==> config.mk <==
export PLATFORM = sky130hd
export DESIGN_NAME = clock_divider_multi_flat
export DESIGN_NICKNAME = d
export VERILOG_FILES = /design/src/rtl/clock_divider_multi_if.sv /design/src/rtl/clock_divider_multi.sv /design/src/flat_wrapper.sv
export SDC_FILE = /design/constraint.sdc
export NUM_CORES = 1
export LEC_CHECK = 0
export BUFFER_PORTS_ARGS = -buffer_cell sky130_fd_sc_hd__buf_2
export CORE_ASPECT_RATIO = 0.75
export CORE_MARGIN = 2
export CORE_UTILIZATION = 30
export DETAILED_ROUTE_END_ITERATION = 6
export GPL_TIMING_DRIVEN = 0
export PLACE_DENSITY = 0.54
export SETUP_SLACK_MARGIN = 0.4
export SLEW_MARGIN = 20
export SYNTH_ARGS = -nofsm -noshare
export SYNTH_HDL_FRONTEND = slang
export SYNTH_SLANG_ARGS = --single-unit
export TNS_END_PERCENT = 5
==> constraint.sdc <==
create_clock -name clock_in -period 8.6 [get_ports clock_in]
set_clock_uncertainty 0.05 [all_clocks]
set_input_delay 2.15 -clock clock_in [delete_from_list [all_inputs] [get_ports clock_in]]
set_output_delay 2.15 -clock clock_in [all_outputs]
set_load 0.05 [all_outputs]
==> src/rtl/clock_divider_multi_if.sv <==
`default_nettype none
// ============================================================================
// Module   : clock_divider_multi_if
// Purpose  : Bundles the per-channel control and output signals of
//            clock_divider_multi.
// Signals  : enable_in   [CHANNELS]        per-channel run enable
//            mode_in     [CHANNELS]        0 = square wave, 1 = single tick
//            load_in     [CHANNELS]        divisor load strobe
//            divisor_in  [CHANNELS*WIDTH]  channel k at [k*WIDTH +: WIDTH]
//            sync_in                       phase-align strobe (only when
//                                          CLOCK_DIVIDER_PHASE_SYNC_EN)
//            clock_out   [CHANNELS]        divided output
//            tick_out    [CHANNELS]        last-count pulse
//            pending_out [CHANNELS]        loaded divisor awaiting apply
// Modports : master (drives controls), slave (the divider)
// Macro    : CLOCK_DIVIDER_PHASE_SYNC_EN adds sync_in
// Revision : 1.0 - initial release
// ============================================================================
interface clock_divider_multi_if #(
  parameter int CHANNELS = 2,
  parameter int WIDTH    = 28
);
  logic [CHANNELS-1:0]       enable_in;
  logic [CHANNELS-1:0]       mode_in;
  logic [CHANNELS-1:0]       load_in;
  logic [CHANNELS*WIDTH-1:0] divisor_in;
`ifdef CLOCK_DIVIDER_PHASE_SYNC_EN
  logic                      sync_in;
`endif
  logic [CHANNELS-1:0]       clock_out;
  logic [CHANNELS-1:0]       tick_out;
  logic [CHANNELS-1:0]       pending_out;

  modport master (
`ifdef CLOCK_DIVIDER_PHASE_SYNC_EN
    output sync_in,
`endif
    output enable_in, mode_in, load_in, divisor_in,
    input  clock_out, tick_out, pending_out
  );

  modport slave (
`ifdef CLOCK_DIVIDER_PHASE_SYNC_EN
    input  sync_in,
`endif
    input  enable_in, mode_in, load_in, divisor_in,
    output clock_out, tick_out, pending_out
  );
endinterface
`default_nettype wire

==> src/rtl/clock_divider_multi.sv <==
`default_nettype none
// ============================================================================
// Module   : clock_divider_multi
// Purpose  : Multi-channel runtime-programmable clock divider. Each channel
//            counts 0..D-1 and emits a square wave or a one-cycle tick.
//            New divisors are staged and applied only at period boundaries
//            (or immediately while the channel is disabled).
// Ports    : clock_in  - system clock, rising edge
//            reset_n   - asynchronous active-low reset
//            bus       - clock_divider_multi_if.slave (controls/outputs)
// Macro    : CLOCK_DIVIDER_PHASE_SYNC_EN adds bus.sync_in phase alignment
// Revision : 1.0 - initial release
// ============================================================================
module clock_divider_multi #(
  parameter int               CHANNELS    = 2,
  parameter int               WIDTH       = 28,
  parameter logic [WIDTH-1:0] DEFAULT_DIV = 28'd100000000
) (
  input  wire logic            clock_in,
  input  wire logic            reset_n,
  clock_divider_multi_if.slave bus
);

  localparam logic [WIDTH-1:0] C_ONE     = WIDTH'(1);
  localparam logic [WIDTH-1:0] C_TWO     = WIDTH'(2);
  localparam logic [WIDTH-1:0] C_RST_DIV = (DEFAULT_DIV < C_TWO) ? C_TWO : DEFAULT_DIV;

  logic w_sync;
`ifdef CLOCK_DIVIDER_PHASE_SYNC_EN
  assign w_sync = bus.sync_in;
`else
  assign w_sync = 1'b0;
`endif

  logic [CHANNELS-1:0] w_clk_vec;
  logic [CHANNELS-1:0] w_tick_vec;
  logic [CHANNELS-1:0] w_pend_vec;

  for (genvar k = 0; k < CHANNELS; k++) begin : g_ch
    logic [WIDTH-1:0] r_cnt, r_div, r_pend_div;
    logic             r_pend, r_clk, r_tick;
    logic [WIDTH-1:0] w_slice, w_load_div, w_cnt_nxt, w_div_nxt, w_pend_div_nxt;
    logic             w_pend_nxt, w_clk_nxt, w_tick_nxt, w_en, w_apply;

    always_comb begin
      w_slice        = bus.divisor_in[k*WIDTH +: WIDTH];
      w_load_div     = (w_slice < C_TWO) ? C_TWO : w_slice;
      w_en           = bus.enable_in[k];
      // Period boundary: wrap, phase sync, or disabled (divisor may change freely)
      w_apply        = !w_en || w_sync || (r_cnt == r_div - C_ONE);
      w_cnt_nxt      = r_cnt + C_ONE;
      w_div_nxt      = r_div;
      w_pend_div_nxt = r_pend_div;
      w_pend_nxt     = r_pend;
      if (w_apply) begin
        w_cnt_nxt  = '0;
        w_pend_nxt = 1'b0;
        // A load coinciding with the boundary bypasses the staging register
        if (bus.load_in[k]) begin
          w_div_nxt = w_load_div;
        end else if (r_pend) begin
          w_div_nxt = r_pend_div;
        end
      end else if (bus.load_in[k]) begin
        w_pend_div_nxt = w_load_div;
        w_pend_nxt     = 1'b1;
      end
      // Outputs are derived from the next state so they are registered in
      // step with the counter.
      w_tick_nxt = w_en && (w_cnt_nxt == w_div_nxt - C_ONE);
      w_clk_nxt  = w_en && (bus.mode_in[k] ? w_tick_nxt
                                           : (w_cnt_nxt >= (w_div_nxt >> 1)));
    end

    always_ff @(posedge clock_in or negedge reset_n) begin
      if (!reset_n) begin
        r_cnt      <= '0;
        r_div      <= C_RST_DIV;
        r_pend_div <= '0;
        r_pend     <= 1'b0;
        r_clk      <= 1'b0;
        r_tick     <= 1'b0;
      end else begin
        r_cnt      <= w_cnt_nxt;
        r_div      <= w_div_nxt;
        r_pend_div <= w_pend_div_nxt;
        r_pend     <= w_pend_nxt;
        r_clk      <= w_clk_nxt;
        r_tick     <= w_tick_nxt;
      end
    end

    assign w_clk_vec[k]  = r_clk;
    assign w_tick_vec[k] = r_tick;
    assign w_pend_vec[k] = r_pend;
  end

  assign bus.clock_out   = w_clk_vec;
  assign bus.tick_out    = w_tick_vec;
  assign bus.pending_out = w_pend_vec;

endmodule
`default_nettype wire

==> src/flat_wrapper.sv <==
// flat-port wrapper written by rule: the top's interface ports become plain ports
module clock_divider_multi_flat 
#(
  parameter int               CHANNELS    = 2,
  parameter int               WIDTH       = 28,
  parameter logic [WIDTH-1:0] DEFAULT_DIV = 28'd100000000
)
  (clock_in, reset_n, bus_enable_in, bus_mode_in, bus_load_in, bus_divisor_in, bus_clock_out, bus_tick_out, bus_pending_out);
  clock_divider_multi_if #(.CHANNELS(CHANNELS), .WIDTH(WIDTH)) bus_i ();
  input  wire logic clock_in;
  input  wire logic reset_n;
  input wire logic [$bits(bus_i.enable_in)-1:0] bus_enable_in;
  input wire logic [$bits(bus_i.mode_in)-1:0] bus_mode_in;
  input wire logic [$bits(bus_i.load_in)-1:0] bus_load_in;
  input wire logic [$bits(bus_i.divisor_in)-1:0] bus_divisor_in;
  output wire logic [$bits(bus_i.clock_out)-1:0] bus_clock_out;
  output wire logic [$bits(bus_i.tick_out)-1:0] bus_tick_out;
  output wire logic [$bits(bus_i.pending_out)-1:0] bus_pending_out;
  assign bus_i.enable_in = bus_enable_in;
  assign bus_i.mode_in = bus_mode_in;
  assign bus_i.load_in = bus_load_in;
  assign bus_i.divisor_in = bus_divisor_in;
  assign bus_clock_out = bus_i.clock_out;
  assign bus_tick_out = bus_i.tick_out;
  assign bus_pending_out = bus_i.pending_out;
  clock_divider_multi #(.CHANNELS(CHANNELS), .WIDTH(WIDTH), .DEFAULT_DIV(DEFAULT_DIV)) u_core (.clock_in(clock_in), .reset_n(reset_n), .bus(bus_i));
endmodule
==> metrics <==
Unique masters post-synth 96; Crit Path Class reg2reg; Final Hold Fails 0; Net Count, Synth 1831; antenna cells 0; most frequent cell on the critical path a21o_1; Die H 194 um; Initial Util 30.5%; reg2reg path depth 29; Hold Buf Count CTS 0; I/O Pins 70; global-route wire length before repair 80.3 mm; crit path max-delay cell type nor4_1; max_cap viols 0; ys async rst share 100%; RSZ-0062 raised after global routing yes; Finished Layout Cells 2450; fin area 16400 um2; routed via count 14100; Site Rows 69; Final setup viols 0; residual DRC count 0; Synth Instances 1707; Clock transition at path regs 0.07 ns; clock period minus worst slack 7.92 ns; share of layout cells above drive strength 1 15.1%; CP arrival 8.22 ns; vias per cell 5.76; Chip Width 258 um; HPWL Detailed 41.9 mm; f_max 126 MHz; Min Hold Slack 0.441 ns; peak supply drop 0.149 mV; synthesis-to-finish area growth 13.2%; die footprint 50000 um2; type of the tightest min-delay check reg2reg; Core Area 47500 um2; GRT Overall Usage 20.9%; Slew headroom 19.4%; Critical Path Start Type flip-flop; Yosys reg bits 174; Synth warnings 0; Placed Cells 2415; Final nets 1922; CTS buffer count 17; Reg-to-Reg End u_core.g_ch[1].r_clk$_DFF_PN0_; CTS Root Cell clkbuf_16; worst setup path startpoint u_core.g_ch[1].r_div[13]$_DFF_PN1_; RePlAce Congestion 0.944; Routed Antenna Nets 0; Post-synth EDFFs 0; drt wl/cell 21.6 um; Worst path max stage delay 0.77 ns; FF-to-FF Start u_core.g_ch[1].r_div[13]$_DFF_PN1_; Pins Over Slew Limit 0; # clock sinks 174; Place WS -0.765 ns; final wirelength 52.9 mm; TritonCTS clock tree yes; Data required, critical path 8.90 ns; netlist area before placement 14500 um2; Placed Instance Area 15700 um2; initial antenna violation count 0; fill cell count 4963; mean area per synthesized cell 8.48 um2; Worst Setup EP u_core.g_ch[1].r_clk$_DFF_PN0_; sequential share of the synthesized area 30.3%; final worst slack 0.682 ns; CTS H-tree lvls 4; pin count of the biggest net entering global routing 80; total gr overflow 0; Clock Latency Late Sink 0.47 ns; vias in the first global route 13100; reg2reg setup slack 0.68 ns; CP endpoint kind flip-flop; status finished, final reports clean; most used flip-flop cell after synthesis dfrtp_1; leakage power 6.81 nW; count of input and output buffers 67; Pwr Density 167 nW/um2; CP max FO 10; TritonRoute pass-1 iters 6; final period utilization 92.1%; Clock Path Buffers 2; total chip power 2.73 mW; Iter 0 DRT Violations 1638; Slew @ Worst Pin 1.18 ns
## cell type report
class,count,area (um2),area share [%]
Sequential cell,174,4380,26.8
Inverter,101,379,2.32
Multi-Input combinational cell,1343,9420,57.5
Timing Repair Buffer,72,423,2.58
Clock buffer,22,474,2.90
Tap cell,639,800,4.88
Buffer,89,405,2.48
Clock inverter,10,90.1,0.550
## sequential cells by signal, summed over array words and instances (netlist names)
signal	flops
u_core.g_ch.r_clk	2
u_core.g_ch.r_cnt	56
u_core.g_ch.r_div	56
u_core.g_ch.r_pend	2
u_core.g_ch.r_pend_div	56
u_core.g_ch.r_tick	2
## placed cells by master (no fill, tap or decap), types with 26 or more instances in the layout
| cell type | count |
|---|---|
| mux2_2 | 62 |
| inv_1 | 99 |
| and3_1 | 26 |
| nand2_1 | 111 |
| clkbuf_1 | 61 |
| xnor2_1 | 86 |
| mux2i_1 | 26 |
| ha_1 | 60 |
| nor2_1 | 145 |
| a22oi_1 | 29 |
| buf_2 | 76 |
| nor3_1 | 57 |
| dfrtp_1 | 150 |
| nand4_1 | 35 |
| nor4_1 | 38 |
| o21ai_0 | 60 |
| xor2_1 | 56 |
| nand3_1 | 68 |
| a21oi_1 | 74 |
## logic make-up after synthesis
kind of cell | count (synthesis) | synth area share, %
AOI/OAI and AO/OA | 392 | 19.4
xor gates and xnor gates | 142 | 8.60
adders and majority gates | 60 | 5.19
buffers and inverters | 190 | 5.25
DFF | 174 | 30.3
muxes | 88 | 6.62
and+or+nand+nor | 661 | 24.7
## per-stage QoR
stage	setup TNS, ns	utilization, %
global placement	-0.804	32.9
finish	0	34.5
CTS	0	34.3
detailed placement	-0.765	33.0
global route	0	34.5
floorplan	0	-
## how the worst min path moves through the flow
| stage | from | endpoint | slack (ns) | cells past startpoint |
|---|---|---|---|---|
| after CTS | u_core.g_ch[0].r_pend_div[1]$_DFFE_PN0P_ | u_core.g_ch[0].r_pend_div[1]$_DFFE_PN0P_ | 0.45 | 2 |
| after global routing | u_core.g_ch[1].r_pend_div[6]$_DFFE_PN0P_ | u_core.g_ch[1].r_pend_div[6]$_DFFE_PN0P_ | 0.46 | 1 |
| after detailed placement | u_core.g_ch[0].r_pend_div[1]$_DFFE_PN0P_ | u_core.g_ch[0].r_pend_div[1]$_DFFE_PN0P_ | 0.43 | 2 |
| after floorplan | u_core.g_ch[0].r_pend_div[0]$_DFFE_PN0P_ | u_core.g_ch[0].r_pend_div[0]$_DFFE_PN0P_ | 0.40 | 2 |
| after global placement | u_core.g_ch[1].r_pend_div[0]$_DFFE_PN0P_ | u_core.g_ch[1].r_pend_div[0]$_DFFE_PN0P_ | 0.42 | 2 |
| final | u_core.g_ch[0].r_pend_div[8]$_DFFE_PN0P_ | u_core.g_ch[0].r_pend_div[8]$_DFFE_PN0P_ | 0.44 | 2 |
## what timing repair did
action / CTS / global route
gates resized for setup: 11 / 22
pin swaps: 0 / 1
endpoints found under the setup margin: 4 / 4
buffers inserted: 0 / 3
## report_power, final
group	switching, mW	leakage [nW]	total, mW	internal (mW)
registers	0.0796	2.15	0.995	0.915
clock network	0.370	0.272	0.791	0.421
logic	0.609	4.39	0.941	0.331
## synth_stat cells, drive strengths merged, types with 10 or more instances
cell	number	area, um2
a211oi	19	148
a21o	18	135
a21oi	75	379
a22o	16	140
a22oi	29	218
a31oi	18	119
and2	16	100
and3	26	163
and4	15	131
buf	26	143
clkbuf	63	238
dfrtp	150	3750
dfstp	24	631
ha	60	751
inv	100	375
mux2	62	698
mux2i	26	260
nand2	111	417
nand2b	25	156
nand3	69	350
nand4	36	240
nor2	147	562
nor2b	23	144
nor3	58	295
nor4	49	349
nor4b	10	87.6
o211a	10	100
o211ai	13	97.6
o21ai	65	325
o22ai	24	156
or2	14	87.6
or3	17	106
or4	17	146
xnor2	86	753
xor2	56	490
## critical path: cells and delay by family (launching register included)
| family | cells | cell delay (ns) |
|---|---|---|
| AOI/OAI and AO/OA | 16 | 3.55 |
| DFF | 1 | 0.36 |
| adders and majority gates | 1 | 0.22 |
| buffers and inverters | 6 | 1.58 |
| and+or+nand+nor | 6 | 2.02 |
## metal layers
metal / vias up / track usage [%] / share of wire [%]
met5: - / 0 / 0
met4: 0 / 4.09 / 1.4
met3: 48 / 4.72 / 8.6
met2: 569 / 27.7 / 39
met1: 7013 / 33.4 / 51
li1: 6472 / - / -
Power figures use the tool's default switching activity.
